**src/rtl/uart_ctrl_pkg.sv**
```systemverilog
// uart_ctrl_pkg: register map, STATUS bit positions and TX FSM encoding for uart_ctrl
package uart_ctrl_pkg;
  localparam logic [1:0] ADDR_DATA = 2'd0;
  localparam logic [1:0] ADDR_STATUS = 2'd1;
  localparam logic [1:0] ADDR_BAUDLO = 2'd2;
  localparam logic [1:0] ADDR_BAUDHI = 2'd3;
  localparam int ST_RXAVAIL = 0;
  localparam int ST_TXNOTFULL = 1;
  localparam int ST_TXIDLE = 2;
  localparam int ST_RXOVR = 3;
  localparam int ST_TXOVF = 4;
  typedef enum logic [1:0] {IDLE, LAUNCH, WAIT_BUSY, WAIT_DONE} txState_t;
endpackage

```
**src/rtl/uart_ctrl_fifo.sv**
```systemverilog
// sync_fifo: 8-bit synchronous FIFO, 2^DEPTH_LOG2 entries, extra pointer bit distinguishes full from empty
module sync_fifo #(
  parameter int DEPTH_LOG2 = 4
) (
  input  logic       clock,
  input  logic       reset,
  input  logic       push,
  input  logic       pop,
  input  logic [7:0] pushData,
  output logic [7:0] head,
  output logic       full,
  output logic       empty
);
  logic [DEPTH_LOG2:0] wrPtr, rdPtr;
  logic [7:0] mem [2**DEPTH_LOG2];
  logic doPop, doPush;
  assign empty = wrPtr == rdPtr;
  assign full = (wrPtr[DEPTH_LOG2] != rdPtr[DEPTH_LOG2]) && (wrPtr[DEPTH_LOG2-1:0] == rdPtr[DEPTH_LOG2-1:0]);
  assign doPop = pop && !empty;
  assign doPush = push && (!full || doPop);
  assign head = mem[rdPtr[DEPTH_LOG2-1:0]];
  // pointer advance; a pop frees the slot so a push on a full FIFO still lands
  always_ff @(posedge clock or posedge reset)
    if (reset) begin
      wrPtr <= '0;
      rdPtr <= '0;
    end else begin
      if (doPush) wrPtr <= wrPtr + 1'b1;
      if (doPop) rdPtr <= rdPtr + 1'b1;
    end
  // storage, no reset needed since empty gates every read
  always_ff @(posedge clock)
    if (doPush) mem[wrPtr[DEPTH_LOG2-1:0]] <= pushData;
endmodule

```
**src/rtl/uart_ctrl.sv**
```systemverilog
// uart_ctrl: CPU register front-end for the uart (TX/RX FIFOs, baudDiv); optional irq with UART_CTRL_IRQ_EN
module uart_ctrl
  import uart_ctrl_pkg::*;
#(
  parameter int TX_DEPTH_LOG2 = 4,
  parameter int RX_DEPTH_LOG2 = 4,
  parameter logic [15:0] BAUD_DEFAULT = 16'd26
) (
  input  logic        clock,
  input  logic        reset,
  input  logic [1:0]  addr,
  input  logic        wr,
  input  logic        rd,
  input  logic [7:0]  wrData,
  output logic [7:0]  rdData,
  output logic [7:0]  txData,
  output logic        txValid,
  input  logic        txBusy,
  input  logic        txDone,
  input  logic [7:0]  rxData,
  input  logic        rxValid,
  output logic [15:0] baudDiv
`ifdef UART_CTRL_IRQ_EN
  ,
  output logic        irq
`endif
);
  txState_t state, nextState;
  logic txPush, txPop, txFull, txEmpty, txIdle, txDrop;
  logic rxPop, rxFull, rxEmpty, rxDrop, rxOvr, txOvf, statusRead;
  logic [7:0] txHead, rxHead, status, rdNext;
  assign txPush = wr && addr == ADDR_DATA;
  assign txDrop = txPush && txFull && !txPop;
  assign rxPop = rd && addr == ADDR_DATA && !rxEmpty;
  assign rxDrop = rxValid && rxFull && !rxPop;
  assign statusRead = rd && addr == ADDR_STATUS;
  assign txIdle = txEmpty && state == IDLE;
  assign txValid = state == LAUNCH;
  sync_fifo #(.DEPTH_LOG2(TX_DEPTH_LOG2)) txFifo (
    .clock(clock), .reset(reset), .push(txPush), .pop(txPop), .pushData(wrData),
    .head(txHead), .full(txFull), .empty(txEmpty)
  );
  sync_fifo #(.DEPTH_LOG2(RX_DEPTH_LOG2)) rxFifo (
    .clock(clock), .reset(reset), .push(rxValid), .pop(rxPop), .pushData(rxData),
    .head(rxHead), .full(rxFull), .empty(rxEmpty)
  );
  // TX sequencing: pop on leaving IDLE, pulse in LAUNCH, then track the uart busy/done handshake
  always_comb begin
    nextState = state;
    txPop = 1'b0;
    case (state)
      IDLE: if (!txEmpty && !txBusy) begin
        nextState = LAUNCH;
        txPop = 1'b1;
      end
      LAUNCH: nextState = WAIT_BUSY;
      WAIT_BUSY: if (txBusy) nextState = WAIT_DONE;
      WAIT_DONE: if (txDone || !txBusy) nextState = IDLE;
      default: nextState = IDLE;
    endcase
  end
  // STATUS image and read-data mux
  always_comb begin
    status = '0;
    status[ST_RXAVAIL] = !rxEmpty;
    status[ST_TXNOTFULL] = !txFull;
    status[ST_TXIDLE] = txIdle;
    status[ST_RXOVR] = rxOvr;
    status[ST_TXOVF] = txOvf;
    rdNext = addr == ADDR_DATA ? (rxEmpty ? 8'h00 : rxHead) :
             addr == ADDR_STATUS ? status :
             addr == ADDR_BAUDLO ? baudDiv[7:0] : baudDiv[15:8];
  end
  // state, launch byte, read data, baud register and sticky flags (a STATUS read clears what it captured)
  always_ff @(posedge clock or posedge reset)
    if (reset) begin
      state <= IDLE;
      txData <= 8'h00;
      rdData <= 8'h00;
      baudDiv <= BAUD_DEFAULT;
      rxOvr <= 1'b0;
      txOvf <= 1'b0;
    end else begin
      state <= nextState;
      if (txPop) txData <= txHead;
      if (rd) rdData <= rdNext;
      if (wr && addr == ADDR_BAUDLO) baudDiv[7:0] <= wrData;
      if (wr && addr == ADDR_BAUDHI) baudDiv[15:8] <= wrData;
      rxOvr <= (statusRead ? 1'b0 : rxOvr) | rxDrop;
      txOvf <= (statusRead ? 1'b0 : txOvf) | txDrop;
    end
`ifdef UART_CTRL_IRQ_EN
  logic [1:0] irqEn;
  // interrupt enables written at the STATUS address, irq registered from the enabled sources
  always_ff @(posedge clock or posedge reset)
    if (reset) begin
      irqEn <= 2'b00;
      irq <= 1'b0;
    end else begin
      if (wr && addr == ADDR_STATUS) irqEn <= wrData[1:0];
      irq <= (irqEn[0] && !rxEmpty) || (irqEn[1] && txIdle);
    end
`endif
endmodule

```
**config.mk**
```make
export PLATFORM = sky130hd
export DESIGN_NAME = uart_ctrl
export DESIGN_NICKNAME = d
export VERILOG_FILES = /design/src/rtl/uart_ctrl_pkg.sv /design/src/rtl/uart_ctrl_fifo.sv /design/src/rtl/uart_ctrl.sv
export SDC_FILE = /design/constraint.sdc
export NUM_CORES = 1
export LEC_CHECK = 0
export CORE_ASPECT_RATIO = 0.7
export CORE_MARGIN = 1
export CORE_UTILIZATION = 65
export CTS_BUF_LIST = sky130_fd_sc_hd__clkbuf_4 sky130_fd_sc_hd__clkbuf_8 sky130_fd_sc_hd__clkbuf_16
export DETAILED_ROUTE_END_ITERATION = 16
export PLACE_DENSITY = 0.85
export RECOVER_POWER = 50
export SETUP_SLACK_MARGIN = 0.02
export SLEW_MARGIN = 20
export SYNTH_ARGS = -nofsm -noshare
export SYNTH_HDL_FRONTEND = slang
export SYNTH_SLANG_ARGS = --single-unit
```
**constraint.sdc**
```tcl
create_clock -name clock -period 5.1 [get_ports clock]
set_input_delay 0.765 -clock clock [delete_from_list [all_inputs] [get_ports clock]]
set_output_delay 0.765 -clock clock [all_outputs]
set_load 0.02 [all_outputs]
```
==> impl_results.md <==
* Status: finished, violations left
* Failing checks: capacitance limit, slew limit
* Syn Inst Count at 695
* GP Congestion at 0.8782
* DIE WIDTH at between 150 and 200 um
* Iter 0 DRT Violations at around 1,100
* Clock Skews at approximately 0.0086 ns
* Register area share after synthesis at a little over 70%
* Multi-input gate area at between 0.003 and 0.004 mm^2
* Max_slew headroom at -120.9%
* Die area at roughly 0.020 mm^2
* Leakage power at between 5 and 6 nW
* Tot GR Track Use at between 30% and 40%
* First-pass GRT wire length at 46,160 um
* Synth async-reset ratio at 17.95%
* Startpoint types: input port
* Yosys reg bits at 312
* CTS tree: done
* PortBufs at 57
* Hold Crit Class: register to register
* Crit Path Max Fanout at 56
* Clock slew at reported path FFs at ~0.060 ns
* Yosys cell types at 45
* Diode count at 0
* Vias per cell at 6.812
* Vias in the first global route at around 7,000
* Post-CTS setup buffer count at 0
* CP max stage delay at about 2.3 ns
* Fraction of layout cells with a size suffix above 1 at 19.59%
* Post-synth top flop: edfxtp_1
* Largest delay share family, worst path: buffers and inverters
* CTS Buf Count at 28
* Post_cts resized at 0
* Die extent in y at 119.3 um
* H-tree depth at 1
* Root Driver: clkbuf_16
* Antenna-violating nets left at 0
* Worst Path Arrival at 3.58 ns
* Actual slew at the worst max-slew pin at between 3 and 4 ns
* RSZ-0062 raised after global routing: no
* Most frequent cells in the layout: 256 x edfxtp_1, 53 x mux4_2, 53 x dfrtp_1
* Mapped cell area at 0.01278 mm^2
* Average size of a mapped cell at ~18 um^2
* DR DRC count at 0
* Clk sinks at around 310
* Slowest cell on the critical path: clkbuf_1
* Register Area at between 0.009 and 0.01 mm^2
* Bufs and invs on worst path at 3
* Number of fill cells at about 1,000
* Nets at around 800
* Commonest non-fill, non-tap cell in the layout: edfxtp_1
* Setup CP Type: input port to async pin
* Largest net degree at the start of global routing at 57
* Cell Chain, Critical Path: clkdlybuf4s50_1 > clkinv_1 > clkbuf_1
* Worst setup EP type: async pin
* Clock Path Buffers at 3
* Detailed-route via count at about 7,000
* Cts hold-fix bufs at 0
* Clk_lat worst skew at roughly 0.54 ns
* PwrDens at around 550 mW/mm^2
* Slew Viols, Final at 57
* EDFF count, synth at 256
* Final Hold Fails at 0
* 1st-pass router iterations at 6
* WHS at a little under 0.5 ns
* Total gr overflow at 0
* Io pins at 58
* Area of the core at around 0.019 mm^2
* Drt wl/cell at ~29 um
* FMAX at 272.1 MHz
* Post-DP HPWL at ~19,000 um
* Fin crit period at between 3 and 4 ns
* Final period utilization at 72.07%
* Initial Util at ~67%
* Max VDD drop at 0.3279 mV
* Req. time, crit path at around 5 ns
* Final WL at 30,350 um
* Total negative slack at 0 ns
* Row count at 42
* Area Overhead vs Synth at 13.89%
* Initial antenna violation count at 0
* Warnings, synthesis at 0
* Setup Viol. Count Final at 0
* Syn nets at around 740
* Max Cap Viol at 1
## final timing paths
check                                startpoint          endpoint  slack [ns]  depth (start not counted)
max in group clock                           rd  rxFifo.mem[3][6]        1.93                          7
worst min register to register        txData[5]         txData[5]        0.50                          2
min in group asynchronous                 reset   rxFifo.rdPtr[0]        1.80                          3
worst max register to register  rxFifo.rdPtr[3]  rxFifo.mem[3][6]        2.10                          6
worst max-delay path                      reset         txData[3]        1.42                          3
worst min-delay path                  txData[5]         txData[5]        0.50                          2
## synthesized netlist by cell type, drive strengths merged (2+ instances only)
master | number | area share [%]
nand3 | 10 | 0.39
inv | 13 | 0.38
mux2 | 34 | 3.0
nor3 | 3 | 0.12
o22ai | 2 | 0.098
xor2 | 6 | 0.41
nand2 | 40 | 1.2
and2 | 3 | 0.15
buf | 33 | 1.7
nor2b | 9 | 0.44
ha | 15 | 1.5
dfstp | 3 | 0.62
clkbuf | 5 | 0.16
nor2 | 13 | 0.38
edfxtp | 256 | 60
mux4 | 64 | 12
o21ai | 31 | 1.2
dfrtp | 53 | 10
a31oi | 2 | 0.098
nand4 | 5 | 0.24
and3 | 32 | 1.6
nand3b | 2 | 0.12
xnor2 | 21 | 1.4
mux2i | 16 | 1.3
o221ai | 3 | 0.21
nor3b | 2 | 0.12
a21oi | 5 | 0.23
a22oi | 6 | 0.35
## state kept, by name (all words and copies together), names as in the netlist, 8 cells and up
signal and cells:
baudDiv 16, rdData 8, rxFifo.mem 128, txData 8
txFifo.mem 128
## logic make-up after synthesis
kind of cell | synth area share (%)
adders and majority gates | 1.469
DFF | 71.17
xor gates and xnor gates | 1.851
muxes | 15.86
and+or+nand+nor | 4.818
AOI/OAI and AO/OA | 2.644
buffers and inverters | 2.194
## power by group
| group | switching (mW) | leakage, nW | total, mW | internal (mW) |
|---|---|---|---|---|
| combinational | 1.31 | 1.62 | 2.35 | 1.04 |
| clock | 0.919 | 0.510 | 2.33 | 1.41 |
| sequential | 0.236 | 2.99 | 3.29 | 3.05 |
## metal layers
metal	wire, um	track usage [%]	vias to the layer above
met3	4290	8.674	46
li1	-	-	2839
met5	0	0	-
met2	13390	45.24	595
met1	12210	50.66	3604
met4	466	6.306	0
## final cells by class
type,count,share of cell area (%)
sequential,312,62.49
clock buffer,37,5.529
multi-input combinational,332,23.42
timing repair buffer,67,4.386
tap,264,2.270
inverter,13,0.3354
clock inverter,15,1.565
## stage by stage
stage	cells	utilization [%]	power (mW)	instance area, um^2	setup WS, ns
final	1040	76.28	7.970	14550	1.425
after global routing	1040	76.28	8.232	14550	0.8926
after CTS	1040	76.29	7.948	14550	1.759
after detailed placement	988	70.88	5.606	13520	1.282
after global placement	988	70.88	5.507	13520	1.550
after floorplan	695	-	4.915	12780	2.511
## worst register-to-register path: stages, from the launching register on
cell	delay, ns
dfrtp_1	0.84
xnor2_1	0.17
and4_1	0.31
a21boi_2	0.15
buf_4	0.25
nand2_1	0.13
nor3_1	0.78
Power figures use the tool's default switching activity.
